## src/rtl/alu_share_arbiter_if.sv

```systemverilog
// rtl/alu_share_arbiter_if.sv - request/response handshake bundle for alu_share_arbiter
interface alu_share_arbiter_if #(
    parameter int DATA_W = 64,
    parameter int TAG_W  = 4
);
    logic              req0_valid;
    logic              req0_ready;
    logic [DATA_W-1:0] req0_a;
    logic [DATA_W-1:0] req0_b;
    logic [1:0]        req0_op;
    logic [TAG_W-1:0]  req0_tag;

    logic              req1_valid;
    logic              req1_ready;
    logic [DATA_W-1:0] req1_a;
    logic [DATA_W-1:0] req1_b;
    logic [1:0]        req1_op;
    logic [TAG_W-1:0]  req1_tag;

    logic              rsp_valid;
    logic              rsp_ready;
    logic              rsp_id;
    logic [TAG_W-1:0]  rsp_tag;
    logic [DATA_W:0]   rsp_result;

    // Requesters and response consumer side
    modport master (
        output req0_valid, req0_a, req0_b, req0_op, req0_tag,
        input  req0_ready,
        output req1_valid, req1_a, req1_b, req1_op, req1_tag,
        input  req1_ready,
        input  rsp_valid, rsp_id, rsp_tag, rsp_result,
        output rsp_ready
    );

    // Arbiter side
    modport slave (
        input  req0_valid, req0_a, req0_b, req0_op, req0_tag,
        output req0_ready,
        input  req1_valid, req1_a, req1_b, req1_op, req1_tag,
        output req1_ready,
        output rsp_valid, rsp_id, rsp_tag, rsp_result,
        input  rsp_ready
    );
endinterface

```

## src/rtl/alu_share_arbiter.sv

```systemverilog
// rtl/alu_share_arbiter.sv - round-robin sharing of one ALU_BLOCK between two requesters (optional CC register: ALU_ARB_CC_EN)
module alu_share_arbiter #(
    parameter int DATA_W = 64,
    parameter int TAG_W  = 4
) (
    input  logic              clk,
    input  logic              rst_n,
    alu_share_arbiter_if.slave bus,
    output logic [DATA_W-1:0] alu_a,
    output logic [DATA_W-1:0] alu_b,
    output logic              alu_s0,
    output logic              alu_s1,
    input  logic [DATA_W:0]   alu_result
`ifdef ALU_ARB_CC_EN
    ,
    output logic              cc_zf,
    output logic              cc_sf,
    output logic              cc_of
`endif
);

    localparam logic [1:0] ST_IDLE = 2'd0;
    localparam logic [1:0] ST_EXEC = 2'd1;
    localparam logic [1:0] ST_HOLD = 2'd2;

    logic [1:0]        state;
    logic              last_grant;   // requester granted most recently; reset to 1 so requester 0 wins first
    logic [DATA_W-1:0] a_q;
    logic [DATA_W-1:0] b_q;
    logic [1:0]        op_q;
    logic [TAG_W-1:0]  tag_q;
    logic              id_q;
    logic [DATA_W:0]   result_q;
    logic              rsp_valid_q;

    logic grant_vld;
    logic grant_id;
    logic accept;

    // Grant selection: a lone requester wins outright, a tie goes to the one not granted last
    always_comb begin
        grant_vld = 1'b0;
        grant_id  = 1'b0;
        if (bus.req0_valid && bus.req1_valid) begin
            grant_vld = 1'b1;
            grant_id  = ~last_grant;
        end else if (bus.req0_valid) begin
            grant_vld = 1'b1;
            grant_id  = 1'b0;
        end else if (bus.req1_valid) begin
            grant_vld = 1'b1;
            grant_id  = 1'b1;
        end
    end

    // Ready is only offered in IDLE, and never while reset is held
    assign accept         = rst_n && (state == ST_IDLE) && grant_vld;
    assign bus.req0_ready = accept && !grant_id;
    assign bus.req1_ready = accept && grant_id;

    // Main FSM: latch the granted operation, capture the ALU result, hold until consumed
    always_ff @(posedge clk or negedge rst_n) begin
        if (!rst_n) begin
            state       <= ST_IDLE;
            last_grant  <= 1'b1;
            a_q         <= '0;
            b_q         <= '0;
            op_q        <= '0;
            tag_q       <= '0;
            id_q        <= 1'b0;
            result_q    <= '0;
            rsp_valid_q <= 1'b0;
        end else begin
            case (state)
                ST_IDLE: begin
                    if (accept) begin
                        last_grant <= grant_id;
                        id_q       <= grant_id;
                        a_q        <= grant_id ? bus.req1_a   : bus.req0_a;
                        b_q        <= grant_id ? bus.req1_b   : bus.req0_b;
                        op_q       <= grant_id ? bus.req1_op  : bus.req0_op;
                        tag_q      <= grant_id ? bus.req1_tag : bus.req0_tag;
                        state      <= ST_EXEC;
                    end
                end
                ST_EXEC: begin
                    result_q    <= alu_result;
                    rsp_valid_q <= 1'b1;
                    state       <= ST_HOLD;
                end
                ST_HOLD: begin
                    if (bus.rsp_ready) begin
                        rsp_valid_q <= 1'b0;
                        state       <= ST_IDLE;
                    end
                end
                default: begin
                    rsp_valid_q <= 1'b0;
                    state       <= ST_IDLE;
                end
            endcase
        end
    end

    assign alu_a  = a_q;
    assign alu_b  = b_q;
    assign alu_s0 = op_q[0];
    assign alu_s1 = op_q[1];

    assign bus.rsp_valid  = rsp_valid_q;
    assign bus.rsp_result = result_q;
    assign bus.rsp_id     = id_q;
    assign bus.rsp_tag    = tag_q;

`ifdef ALU_ARB_CC_EN
    logic a_msb;
    logic b_msb;
    logic r_msb;
    logic of_next;

    assign a_msb = a_q[DATA_W-1];
    assign b_msb = b_q[DATA_W-1];
    assign r_msb = alu_result[DATA_W-1];

    // Signed overflow for the current operation; logical ops never overflow
    always_comb begin
        of_next = 1'b0;
        case (op_q)
            2'b00:   of_next = (a_msb == b_msb) && (r_msb != a_msb);
            2'b01:   of_next = (a_msb != b_msb) && (r_msb != a_msb);
            default: of_next = 1'b0;
        endcase
    end

    // Condition codes track execute-stage (requester 0) results only
    always_ff @(posedge clk or negedge rst_n) begin
        if (!rst_n) begin
            cc_zf <= 1'b0;
            cc_sf <= 1'b0;
            cc_of <= 1'b0;
        end else if ((state == ST_EXEC) && !id_q) begin
            cc_zf <= (alu_result[DATA_W-1:0] == '0);
            cc_sf <= r_msb;
            cc_of <= of_next;
        end
    end
`endif

endmodule

```

## src/flat_wrapper.sv

```systemverilog
// flat-port wrapper written by rule: the top's interface ports become plain ports
module alu_share_arbiter_flat 
#(
    parameter int DATA_W = 64,
    parameter int TAG_W  = 4
)
  (clk, rst_n, alu_a, alu_b, alu_s0, alu_s1, alu_result, bus_req0_valid, bus_req0_a, bus_req0_b, bus_req0_op, bus_req0_tag, bus_req0_ready, bus_req1_valid, bus_req1_a, bus_req1_b, bus_req1_op, bus_req1_tag, bus_req1_ready, bus_rsp_valid, bus_rsp_id, bus_rsp_tag, bus_rsp_result, bus_rsp_ready);
  alu_share_arbiter_if #(.DATA_W(DATA_W), .TAG_W(TAG_W)) bus_i ();
  input  logic clk;
  input  logic rst_n;
  output logic [DATA_W-1:0] alu_a;
  output logic [DATA_W-1:0] alu_b;
  output logic alu_s0;
  output logic alu_s1;
  input  logic [DATA_W:0] alu_result;
  input wire logic [$bits(bus_i.req0_valid)-1:0] bus_req0_valid;
  input wire logic [$bits(bus_i.req0_a)-1:0] bus_req0_a;
  input wire logic [$bits(bus_i.req0_b)-1:0] bus_req0_b;
  input wire logic [$bits(bus_i.req0_op)-1:0] bus_req0_op;
  input wire logic [$bits(bus_i.req0_tag)-1:0] bus_req0_tag;
  output wire logic [$bits(bus_i.req0_ready)-1:0] bus_req0_ready;
  input wire logic [$bits(bus_i.req1_valid)-1:0] bus_req1_valid;
  input wire logic [$bits(bus_i.req1_a)-1:0] bus_req1_a;
  input wire logic [$bits(bus_i.req1_b)-1:0] bus_req1_b;
  input wire logic [$bits(bus_i.req1_op)-1:0] bus_req1_op;
  input wire logic [$bits(bus_i.req1_tag)-1:0] bus_req1_tag;
  output wire logic [$bits(bus_i.req1_ready)-1:0] bus_req1_ready;
  output wire logic [$bits(bus_i.rsp_valid)-1:0] bus_rsp_valid;
  output wire logic [$bits(bus_i.rsp_id)-1:0] bus_rsp_id;
  output wire logic [$bits(bus_i.rsp_tag)-1:0] bus_rsp_tag;
  output wire logic [$bits(bus_i.rsp_result)-1:0] bus_rsp_result;
  input wire logic [$bits(bus_i.rsp_ready)-1:0] bus_rsp_ready;
  assign bus_i.req0_valid = bus_req0_valid;
  assign bus_i.req0_a = bus_req0_a;
  assign bus_i.req0_b = bus_req0_b;
  assign bus_i.req0_op = bus_req0_op;
  assign bus_i.req0_tag = bus_req0_tag;
  assign bus_req0_ready = bus_i.req0_ready;
  assign bus_i.req1_valid = bus_req1_valid;
  assign bus_i.req1_a = bus_req1_a;
  assign bus_i.req1_b = bus_req1_b;
  assign bus_i.req1_op = bus_req1_op;
  assign bus_i.req1_tag = bus_req1_tag;
  assign bus_req1_ready = bus_i.req1_ready;
  assign bus_rsp_valid = bus_i.rsp_valid;
  assign bus_rsp_id = bus_i.rsp_id;
  assign bus_rsp_tag = bus_i.rsp_tag;
  assign bus_rsp_result = bus_i.rsp_result;
  assign bus_i.rsp_ready = bus_rsp_ready;
  alu_share_arbiter #(.DATA_W(DATA_W), .TAG_W(TAG_W)) u_core (.clk(clk), .rst_n(rst_n), .bus(bus_i), .alu_a(alu_a), .alu_b(alu_b), .alu_s0(alu_s0), .alu_s1(alu_s1), .alu_result(alu_result));
endmodule
```

## config.mk

```make
export PLATFORM = sky130hd
export DESIGN_NAME = alu_share_arbiter_flat
export DESIGN_NICKNAME = d
export VERILOG_FILES = /design/src/rtl/alu_share_arbiter_if.sv /design/src/rtl/alu_share_arbiter.sv /design/src/flat_wrapper.sv
export SDC_FILE = /design/constraint.sdc
export NUM_CORES = 1
export LEC_CHECK = 0
export ABC_AREA = 1
export CORE_AREA = 2 2 208 210
export DETAILED_ROUTE_END_ITERATION = 7
export DIE_AREA = 0 0 210 212
export PLACE_DENSITY = 0.58
export SLEW_MARGIN = 20
export SYNTH_ARGS = -nofsm -noshare
export SYNTH_HDL_FRONTEND = slang
export SYNTH_SLANG_ARGS = --single-unit
export TNS_END_PERCENT = 10
```

## constraint.sdc

```tcl
create_clock -name clk -period 2.3 [get_ports clk]
set_input_delay 0.345 -clock clk [delete_from_list [all_inputs] [get_ports clk]]
set_output_delay 0.345 -clock clk [all_outputs]
set_load 0.01 [all_outputs]
```

==> out/results.md, run 1 <==
| Stage | Quantity | This run |
| --- | --- | --- |
| setup path | CP Class | reg -> out |
| floorplan | Placement row count | 76 |
| yosys | Share of async-settable or async-resettable flops after synthesis | 1.00 |
| cts | CTS root buffer | sky130_fd_sc_hd__clkbuf_16 |
| global routing | Global-route track usage on met3 | 0.0470 |
| global routing | Number of antenna violations at the first check in global routing | 2 |
| yosys | Number of library cell types mapped by synthesis | 14 |
| yosys | Post-synthesis instance total | 1,312 |
| floorplan | Overall die area | 0.0445 mm^2 |
| power and ir drop | Largest voltage drop on the vdd net | 0.413 mV |
| finish | Layout-stage area growth over the synthesis result | 69.5% |
| timing | Setup TNS | 0 ns |
| setup path | Required time of the worst setup path | 1.96 ns |
| cts | Number of buffers on the longest clock path | 3 |
| floorplan | Initial Util | 0.227 |
| yosys | Top cell types by occurrence after synthesis | 741 x sky130_fd_sc_hd__nand2_1, 203 x sky130_fd_sc_hd__dfrtp_1, 135 x sky130_fd_sc_hd__nand3_1 |
| hold path | Hold-critical path endpoint | u_core.alu_b[56] |
| setup path | Highest net fanout along the worst path | 4 |
| finish | Layout Nets | 2,148 |
| yosys | Seq/Total Area, Yosys | 0.529 |
| timing | Final hold violations | 0 |
| global routing | First-pass GRT wire length | 57.5 mm |
| cts | Sinks on Clock Net | 204 |
| timing | Layout Skew | 0.0106 ns |
| cts | Total number of H-tree levels | 1 |
| job | Number of maximum-capacitance violations | 0 |
| floorplan | Top-level I/O count | 541 |
| setup path | Type of destination of the critical path | output pin |
| timing | Clock period minus final worst setup slack | 2.07 ns |
| yosys | Primary flip-flop cell chosen by synthesis mapping | sky130_fd_sc_hd__dfrtp_1 |
| timing | Number of max-slew violations in the final report | 0 |
| power and ir drop | Leakage power | 8.12 nW |
| route | Total length of routed wires | 38.3 mm |
| route | First-pass iteration count of the detailed router | 5 |
| yosys | Synth warnings | 0 |
| global routing | Layer with the highest usage after global routing | met2 |
| setup path | Slack of the worst reg-to-reg path | 0.69 ns |
| yosys | Cell area after synthesis | 0.00966 mm^2 |
| run status | Status | finished, final reports clean |
| placed design | Dpl hpwl | 27.7 mm |
| cts | Source-to-sink clock delay at the later pin of the worst-skew pair | 0.52 ns |
| power and ir drop | Total power consumption of the routed design | 17.9 mW |
| cts | Post-CTS clock slew at the launch and capture registers of the worst setup and hold paths | 0.06 ns |
| finish | Fraction of final layout cells sized beyond drive strength 1 | 0.0345 |
| floorplan | Core box area | 0.0425 mm^2 |
| yosys | Average footprint of a synthesized cell | 7.36 um^2 |
| setup path | Cell count of the worst reg-to-reg path | 7 |
| cts | Num CTS Buffers | 25 |
| cts | TritonCTS clock tree | done |
| yosys | Post-synth EDFFs | 0 |
| floorplan | Die H | 212 um |
| yosys | Leading post-synthesis cells by cell area | sky130_fd_sc_hd__dfrtp_1 53%, sky130_fd_sc_hd__nand2_1 29%, sky130_fd_sc_hd__nand3_1 7.0% |
| global routing | Via count of the first global-routing pass | 10,100 |
| setup path | Worst path arrival time | 1.73 ns |
| floorplan | Horizontal extent of the die | 210 um |
| finish | Fillers | 4,431 |
| power and ir drop | Power density over the cells | 1090 mW/mm^2 |
| hold path | Worst min-delay path category | in -> reg |
| hold path | Hold path depth | 5 |
| placed design | Total of buffers placed on input and output ports | 540 |
| yosys | Most used standard cell by instance count after synthesis | sky130_fd_sc_hd__nand2_1 |
| setup path | Reg-to-Reg End | u_core.alu_b[24] |
| timing | Upper clock frequency limit | 0.483 GHz |
| yosys | FF+latch count, synth | 204 |
| timing | Setup violators final | 0 |
| route | Routed vias | 10,130 |
| placed design | Final estimated routing congestion in global placement | 0.795 |
| global routing | Met2 Track Usage GR | 0.296 |
| global routing | Global routing usage on met1 | 0.193 |
| setup path | Origin of the critical flop-to-flop path | u_core.last_grant |
| yosys | Cell taking the most area after synthesis | sky130_fd_sc_hd__dfrtp_1 |
| route | Detailed Route Iter0 Violations | 493 |
| timing | RSZ-0062 raised after global routing | false |
| hold path | Worst hold path startpoint | bus_req1_valid |
| setup path | Startpoint type of the worst setup path | register |
| yosys | Share of the synthesized area in the top cell type | 0.526 |
| global routing | Global-route total usage across every layer | 0.165 |
| global routing | Pin count of the biggest net entering global routing | 137 |
| timing | Slew Limit Headroom | 0.498 |
| timing | Slew of the pin with the lowest slew margin | 0.753 ns |
| timing | Crit share post-route | 0.900 |
| global routing | Grt total ovfl | 0 |
| route | Avg WL per Cell | 16.1 um |
| route | Detail Route Antenna Nets | 0 |
| yosys | Synthesized Nets | 1,650 |
| route | DRC Markers | 0 |
| route | Vias per cell | 4.27 |
[layout by cell type (no fill, tap or decap)]
master                              n
sky130_fd_sc_hd__nor2_4             3
sky130_fd_sc_hd__buf_4              8
sky130_fd_sc_hd__clkbuf_1           4
sky130_fd_sc_hd__clkbuf_16         25
sky130_fd_sc_hd__or2_4              1
sky130_fd_sc_hd__dfrtp_1          203
sky130_fd_sc_hd__nand2_4            2
sky130_fd_sc_hd__buf_8              1
sky130_fd_sc_hd__clkinv_2           6
sky130_fd_sc_hd__clkdlybuf4s50_1  536
sky130_fd_sc_hd__nand3_4            1
sky130_fd_sc_hd__nor2_1             2
sky130_fd_sc_hd__dlygate4sd2_1      2
sky130_fd_sc_hd__dlygate4sd3_1      1
sky130_fd_sc_hd__buf_12             9
sky130_fd_sc_hd__o21ai_0           68
sky130_fd_sc_hd__inv_1             70
sky130_fd_sc_hd__diode_2            2
sky130_fd_sc_hd__nand3_1          134
sky130_fd_sc_hd__bufinv_16          2
sky130_fd_sc_hd__clkbuf_8           4
sky130_fd_sc_hd__dfstp_2            1
sky130_fd_sc_hd__nand2_1          741
[flip-flops by register name, indices dropped and copies added (netlist names)]
signal,count
u_core.last_grant,1
u_core.state,2
u_core.alu_b,64
u_core.alu_a,64
u_core.bus.rsp_valid,1
u_core.op_q,2
u_core.bus.rsp_result,65
u_core.bus.rsp_id,1
u_core.bus.rsp_tag,4
[what timing repair did]
action                     4_1_cts  5_1_grt
resized for setup                4        0
hold buffers                     1        0
setup endpoints to repair        2        0
hold endpoints to repair       144        0
setup buffers                    0        0
[critical path, cell delays in order (launching register included)]
cell                            delay [ns]
sky130_fd_sc_hd__dfrtp_1              0.43
sky130_fd_sc_hd__nor2_4               0.19
sky130_fd_sc_hd__nand2_1              0.13
sky130_fd_sc_hd__nor2_1               0.15
sky130_fd_sc_hd__dlygate4sd2_1        0.31
[where the power goes]
group          leakage (nW)  switching (mW)  internal (mW)  total [mW]
registers              2.54           0.955           5.21        6.17
clock network         0.393            1.53           2.32        3.85
logic                  5.18            3.73           4.16        7.88
total                  8.12            6.21           11.7        17.9
[metal layers]
layer,up-vias,wire length (um),share of wire
met1,4686,15400,0.40
met2,392,18700,0.49
li1,5016,-,-
met3,36,3270,0.085
met5,-,0,0
met4,0,812,0.021
[cell type report]
type	instances	area [um^2]	area share
timing repair buffer	557	5650	0.345
multi-input combinational	952	3880	0.237
antenna	2	5.00	0.000306
inverter	70	263	0.0160
tap	546	683	0.0417
sequential	204	5110	0.312
clock inverter	8	90.1	0.00550
clock buffer	33	696	0.0425
[worst max path at each step]
stage / from / endpoint / slack (ns) / cells past startpoint
floorplan: u_core.last_grant / bus_req0_ready / 0.70 / 6
finish: u_core.state[0] / bus_req1_ready / 0.23 / 4
global placement: bus_req0_valid / bus_req0_ready / 0.08 / 6
global route: u_core.state[0] / bus_req1_ready / 0.16 / 4
CTS: u_core.state[0] / bus_req1_ready / 0.19 / 4
detailed placement: bus_req0_valid / bus_req0_ready / 0.13 / 6
[stage by stage]
step                setup WS, ns  hold WS [ns]  std cells  utilization  area, um^2
global route               0.157         0.336       2372        0.385       16400
detailed placement         0.132         0.457       2328        0.366       15600
CTS                        0.191         0.273       2370        0.385       16400
floorplan                  0.703        0.0494       1312            -        9660
global placement          0.0847         0.456       2328        0.366       15600
finish                     0.230         0.282       2372        0.385       16400
[logic make-up after synthesis]
logic type             after synthesis  share of synthesized area
and+or+nand+nor                    884                      0.363
buffers and inverters              156                     0.0727
AOI/OAI and AO/OA                   68                     0.0352
DFF                                204                      0.529
No activity file was read; power rests on OpenSTA's default activity.
==> run 2, diff against run 1 <==
--- a/config.mk
+++ b/config.mk
@@ -6,6 +6,7 @@
 export NUM_CORES = 1
 export LEC_CHECK = 0
 export ABC_AREA = 1
+export CAP_MARGIN = 20
 export CORE_AREA = 2 2 208 210
 export DETAILED_ROUTE_END_ITERATION = 7
 export DIE_AREA = 0 0 210 212
==> results of run 2 <==
The final DEF is identical to that of run 1; final timing and power are the same.
==> run 3, diff against run 2 <==
--- a/config.mk
+++ b/config.mk
@@ -6,11 +6,12 @@
 export NUM_CORES = 1
 export LEC_CHECK = 0
 export ABC_AREA = 1
+export ABC_CLOCK_PERIOD_IN_PS = 2300
 export CAP_MARGIN = 20
-export CORE_AREA = 2 2 208 210
+export CORE_AREA = 2 2 213 215
 export DETAILED_ROUTE_END_ITERATION = 7
-export DIE_AREA = 0 0 210 212
-export PLACE_DENSITY = 0.58
+export DIE_AREA = 0 0 215 217
+export PLACE_DENSITY = 0.56
 export SLEW_MARGIN = 20
 export SYNTH_ARGS = -nofsm -noshare
 export SYNTH_HDL_FRONTEND = slang
==> run 3 against run 2 <==
Count of clock-buffer cells in the layout grew 5. Power fell by 0.75%. Via count fell by 0.12%. Non-clock buffer count rose by 3. Clock power is 2% lower. Global-route usage down 0.61 points. Hold slack gained 0.020 ns. Utilization decreased by 1.8 points. Wire length is 0.17% higher. Sequential cell count is the same. Die area grew 4.8%. Critical path type unchanged.
==> out/results.md, run 3 (synthesis gave the netlist of run 1 again) <==
| Stage | Quantity | This run | vs previous |
| --- | --- | --- | --- |
| run status | Status | finished, final reports clean | unchanged |
| cts | Sinks on Clock Net | 204 | unchanged |
| finish | Max reg flops | 65 | unchanged |
| cts | Num CTS Buffers | 24 | was 25 |
| timing | Crit share post-route | 0.923 | was 0.900 |
| hold path | Hold-critical path endpoint | u_core.last_grant | was u_core.alu_b[56] |
| cts | CTS root buffer | sky130_fd_sc_hd__clkbuf_16 | unchanged |
| hold path | Worst min-delay path category | in -> reg | unchanged |
| setup path | CP Class | reg -> out | unchanged |
| job | Number of maximum-capacitance violations | 0 | unchanged |
| route | Routed vias | 10,118 | was 10,130 |
| timing | Minimum setup slack in the final design | 0.178 ns | was 0.230 ns |
| timing | RSZ-0062 raised after global routing | false | unchanged |
| setup path | Type of destination of the critical path | output pin | unchanged |
| route | Detailed Route Iter0 Violations | 619 | was 493 |
| setup path | Highest net fanout along the worst path | 4 | unchanged |
| route | DRC Markers | 0 | unchanged |
| setup path | Cell count of the worst reg-to-reg path | 7 | unchanged |
| power and ir drop | Total power consumption of the routed design | 17.8 mW | was 17.9 mW |
| power and ir drop | Largest voltage drop on the vdd net | 0.444 mV | was 0.413 mV |
| route | First-pass iteration count of the detailed router | 5 | unchanged |
| global routing | Layer with the highest usage after global routing | met2 | unchanged |
| setup path | Origin of the critical flop-to-flop path | u_core.state[1] | was u_core.last_grant |
| timing | Clock period minus final worst setup slack | 2.12 ns | was 2.07 ns |
| route | Avg WL per Cell | 15.8 um | was 16.1 um |
| power and ir drop | Leakage power | 8.12 nW | about the same |
| timing | Upper clock frequency limit | 0.471 GHz | was 0.483 GHz |
| timing | Post-Route Hold Slack | 0.302 ns | was 0.282 ns |
| global routing | Met2 Track Usage GR | 0.278 | was 0.296 |
| placed design | Dpl hpwl | 28.2 mm | was 27.7 mm |
| setup path | Startpoint type of the worst setup path | register | unchanged |
| cts | Number of buffers on the longest clock path | 3 | unchanged |
| global routing | Number of antenna violations at the first check in global routing | 3 | was 2 |
| floorplan | Horizontal extent of the die | 215 um | was 210 um |
| placed design | Total of buffers placed on input and output ports | 540 | unchanged |
| setup path | Worst path arrival time | 1.78 ns | was 1.73 ns |
| floorplan | Die H | 217 um | was 212 um |
| floorplan | Core box area | 0.0447 mm^2 | was 0.0425 mm^2 |
| finish | Most frequent cells in the layout | 741 x sky130_fd_sc_hd__nand2_1, 536 x sky130_fd_sc_hd__clkdlybuf4s50_1, 203 x sky130_fd_sc_hd__dfrtp_1, 134 x sky130_fd_sc_hd__nand3_1, 70 x sky130_fd_sc_hd__inv_1 | unchanged |
| timing | Setup violators final | 0 | unchanged |
| route | Vias per cell | 4.17 | was 4.27 |
| finish | Fillers | 4,700 | was 4,431 |
| cts | Total number of H-tree levels | 1 | unchanged |
| timing | Layout Skew | 0.0120 ns | was 0.0106 ns |
| timing | Number of max-slew violations in the final report | 0 | unchanged |
| global routing | Global routing usage on met1 | 0.183 | was 0.193 |
| global routing | First-pass GRT wire length | 58.5 mm | was 57.5 mm |
| finish | Most frequent standard cell in the layout excluding fill and tap cells | sky130_fd_sc_hd__nand2_1 | unchanged |
| cts | # Post-CTS Setup Buffers | 0 | unchanged |
| hold path | Hold path depth | 5 | unchanged |
| cts | TritonCTS clock tree | done | unchanged |
| cts | Post-CTS clock slew at the launch and capture registers of the worst setup and hold paths | 0.06 ns | about the same |
| timing | Slew Limit Headroom | 0.534 | was 0.498 |
| floorplan | Top-level I/O count | 541 | unchanged |
| timing | Slew of the pin with the lowest slew margin | 0.698 ns | was 0.753 ns |
| finish | Fraction of final layout cells sized beyond drive strength 1 | 0.0350 | was 0.0345 |
| route | Detail Route Antenna Nets | 0 | unchanged |
| global routing | Global-route total usage across every layer | 0.159 | was 0.165 |
| global routing | Pin count of the biggest net entering global routing | 137 | unchanged |
| setup path | Required time of the worst setup path | 1.96 ns | about the same |
| cts | Source-to-sink clock delay at the later pin of the worst-skew pair | 0.52 ns | about the same |
| floorplan | Overall die area | 0.0467 mm^2 | was 0.0445 mm^2 |
| timing | Final hold violations | 0 | unchanged |
| global routing | Global-route track usage on met3 | 0.0541 | was 0.0470 |
| global routing | Grt total ovfl | 0 | unchanged |
| setup path | Crit. Startpoint | u_core.state[1] | was u_core.state[0] |
| placed design | Final estimated routing congestion in global placement | 0.827 | was 0.795 |
| hold path | Worst hold path startpoint | bus_req1_valid | unchanged |
| route | Total length of routed wires | 38.3 mm | about the same |
| setup path | Slack of the worst reg-to-reg path | 0.46 ns | was 0.69 ns |
| timing | Setup TNS | 0 ns | unchanged |
| global routing | Via count of the first global-routing pass | 10,292 | was 10,100 |
| power and ir drop | Power density over the cells | 1080 mW/mm^2 | was 1090 mW/mm^2 |
| floorplan | Initial Util | 0.216 | was 0.227 |
| setup path | Reg-to-Reg End | u_core.alu_b[29] | was u_core.alu_b[24] |
| finish | Layout Nets | 2,150 | was 2,148 |
| placed design | Setup Slack @ Placement | 0.113 ns | was 0.132 ns |
| finish | Layout-stage area growth over the synthesis result | 70.1% | was 69.5% |
| floorplan | Placement row count | 78 | was 76 |
==> run 3: changes by cell type in the layout (fill, tap and decap cells not counted), sizes merged <==
cell / change
bufinv: -2
clkbuf: +5
inv: +1
clkinv: -4
diode: -1
buf: +3
==> run 3: critical path: stages, from the launching register on <==
cell and delay (ns):
sky130_fd_sc_hd__dfrtp_1 0.41, sky130_fd_sc_hd__nor2_1 0.14, sky130_fd_sc_hd__buf_4 0.17, sky130_fd_sc_hd__nand2_1 0.10
sky130_fd_sc_hd__nor2_1 0.14, sky130_fd_sc_hd__dlygate4sd2_1 0.30
==> run 3: repair_timing <==
| action | 4_1_cts | 5_1_grt |
|---|---|---|
| endpoints found under the hold margin | 102 | 0 |
| hold buffers | 1 | 0 |
| setup endpoints to repair | 2 | 0 |
| resized for setup | 2 | 0 |
==> run 3: final cells by class <==
cell class / count / area [um^2] / share of cell area
sequential: 204 / 5110 / 0.311
antenna: 1 / 2.50 / 0.000152
tap: 600 / 751 / 0.0457
timing repair buffer: 560 / 5660 / 0.344
clock inverter: 3 / 22.5 / 0.00137
clock buffer: 38 / 754 / 0.0459
multi-input combinational: 952 / 3870 / 0.236
inverter: 70 / 263 / 0.0160
==> run 3: metal layers <==
layer / vias to the layer above / part of all wire
li1: 5026 / -
met1: 4620 / 0.40
met2: 419 / 0.48
met3: 53 / 0.098
met4: 0 / 0.029
met5: - / 0
==> run 3: how the worst max path moves through the flow <==
stage                     endpoint  slack, ns  cells past startpoint
finish              bus_req1_ready       0.18                      5
global route        bus_req1_ready       0.06                      5
CTS                 bus_req1_ready       0.11                      5
detailed placement  bus_req0_ready       0.11                      6
global placement    bus_req0_ready        0.1                      6
floorplan           bus_req0_ready       0.70                      6
==> run 3: metrics by stage <==
stage                     std cells   util  instance area, um^2
after CTS                      2427  0.368                16400
after global routing           2428  0.368                16400
after floorplan                1312      -                 9660
after detailed placement       2385  0.350                15600
final                          2428  0.368                16400
after global placement         2385  0.350                15600
==> run 3: power by group <==
part           leakage (nW)  total, mW  internal, mW  switching, mW
sequential             2.54       6.17          5.21          0.954
clock                 0.384       3.76          2.24           1.53
combinational          5.19       7.84          4.16           3.68
total                  8.12       17.8          11.6           6.16
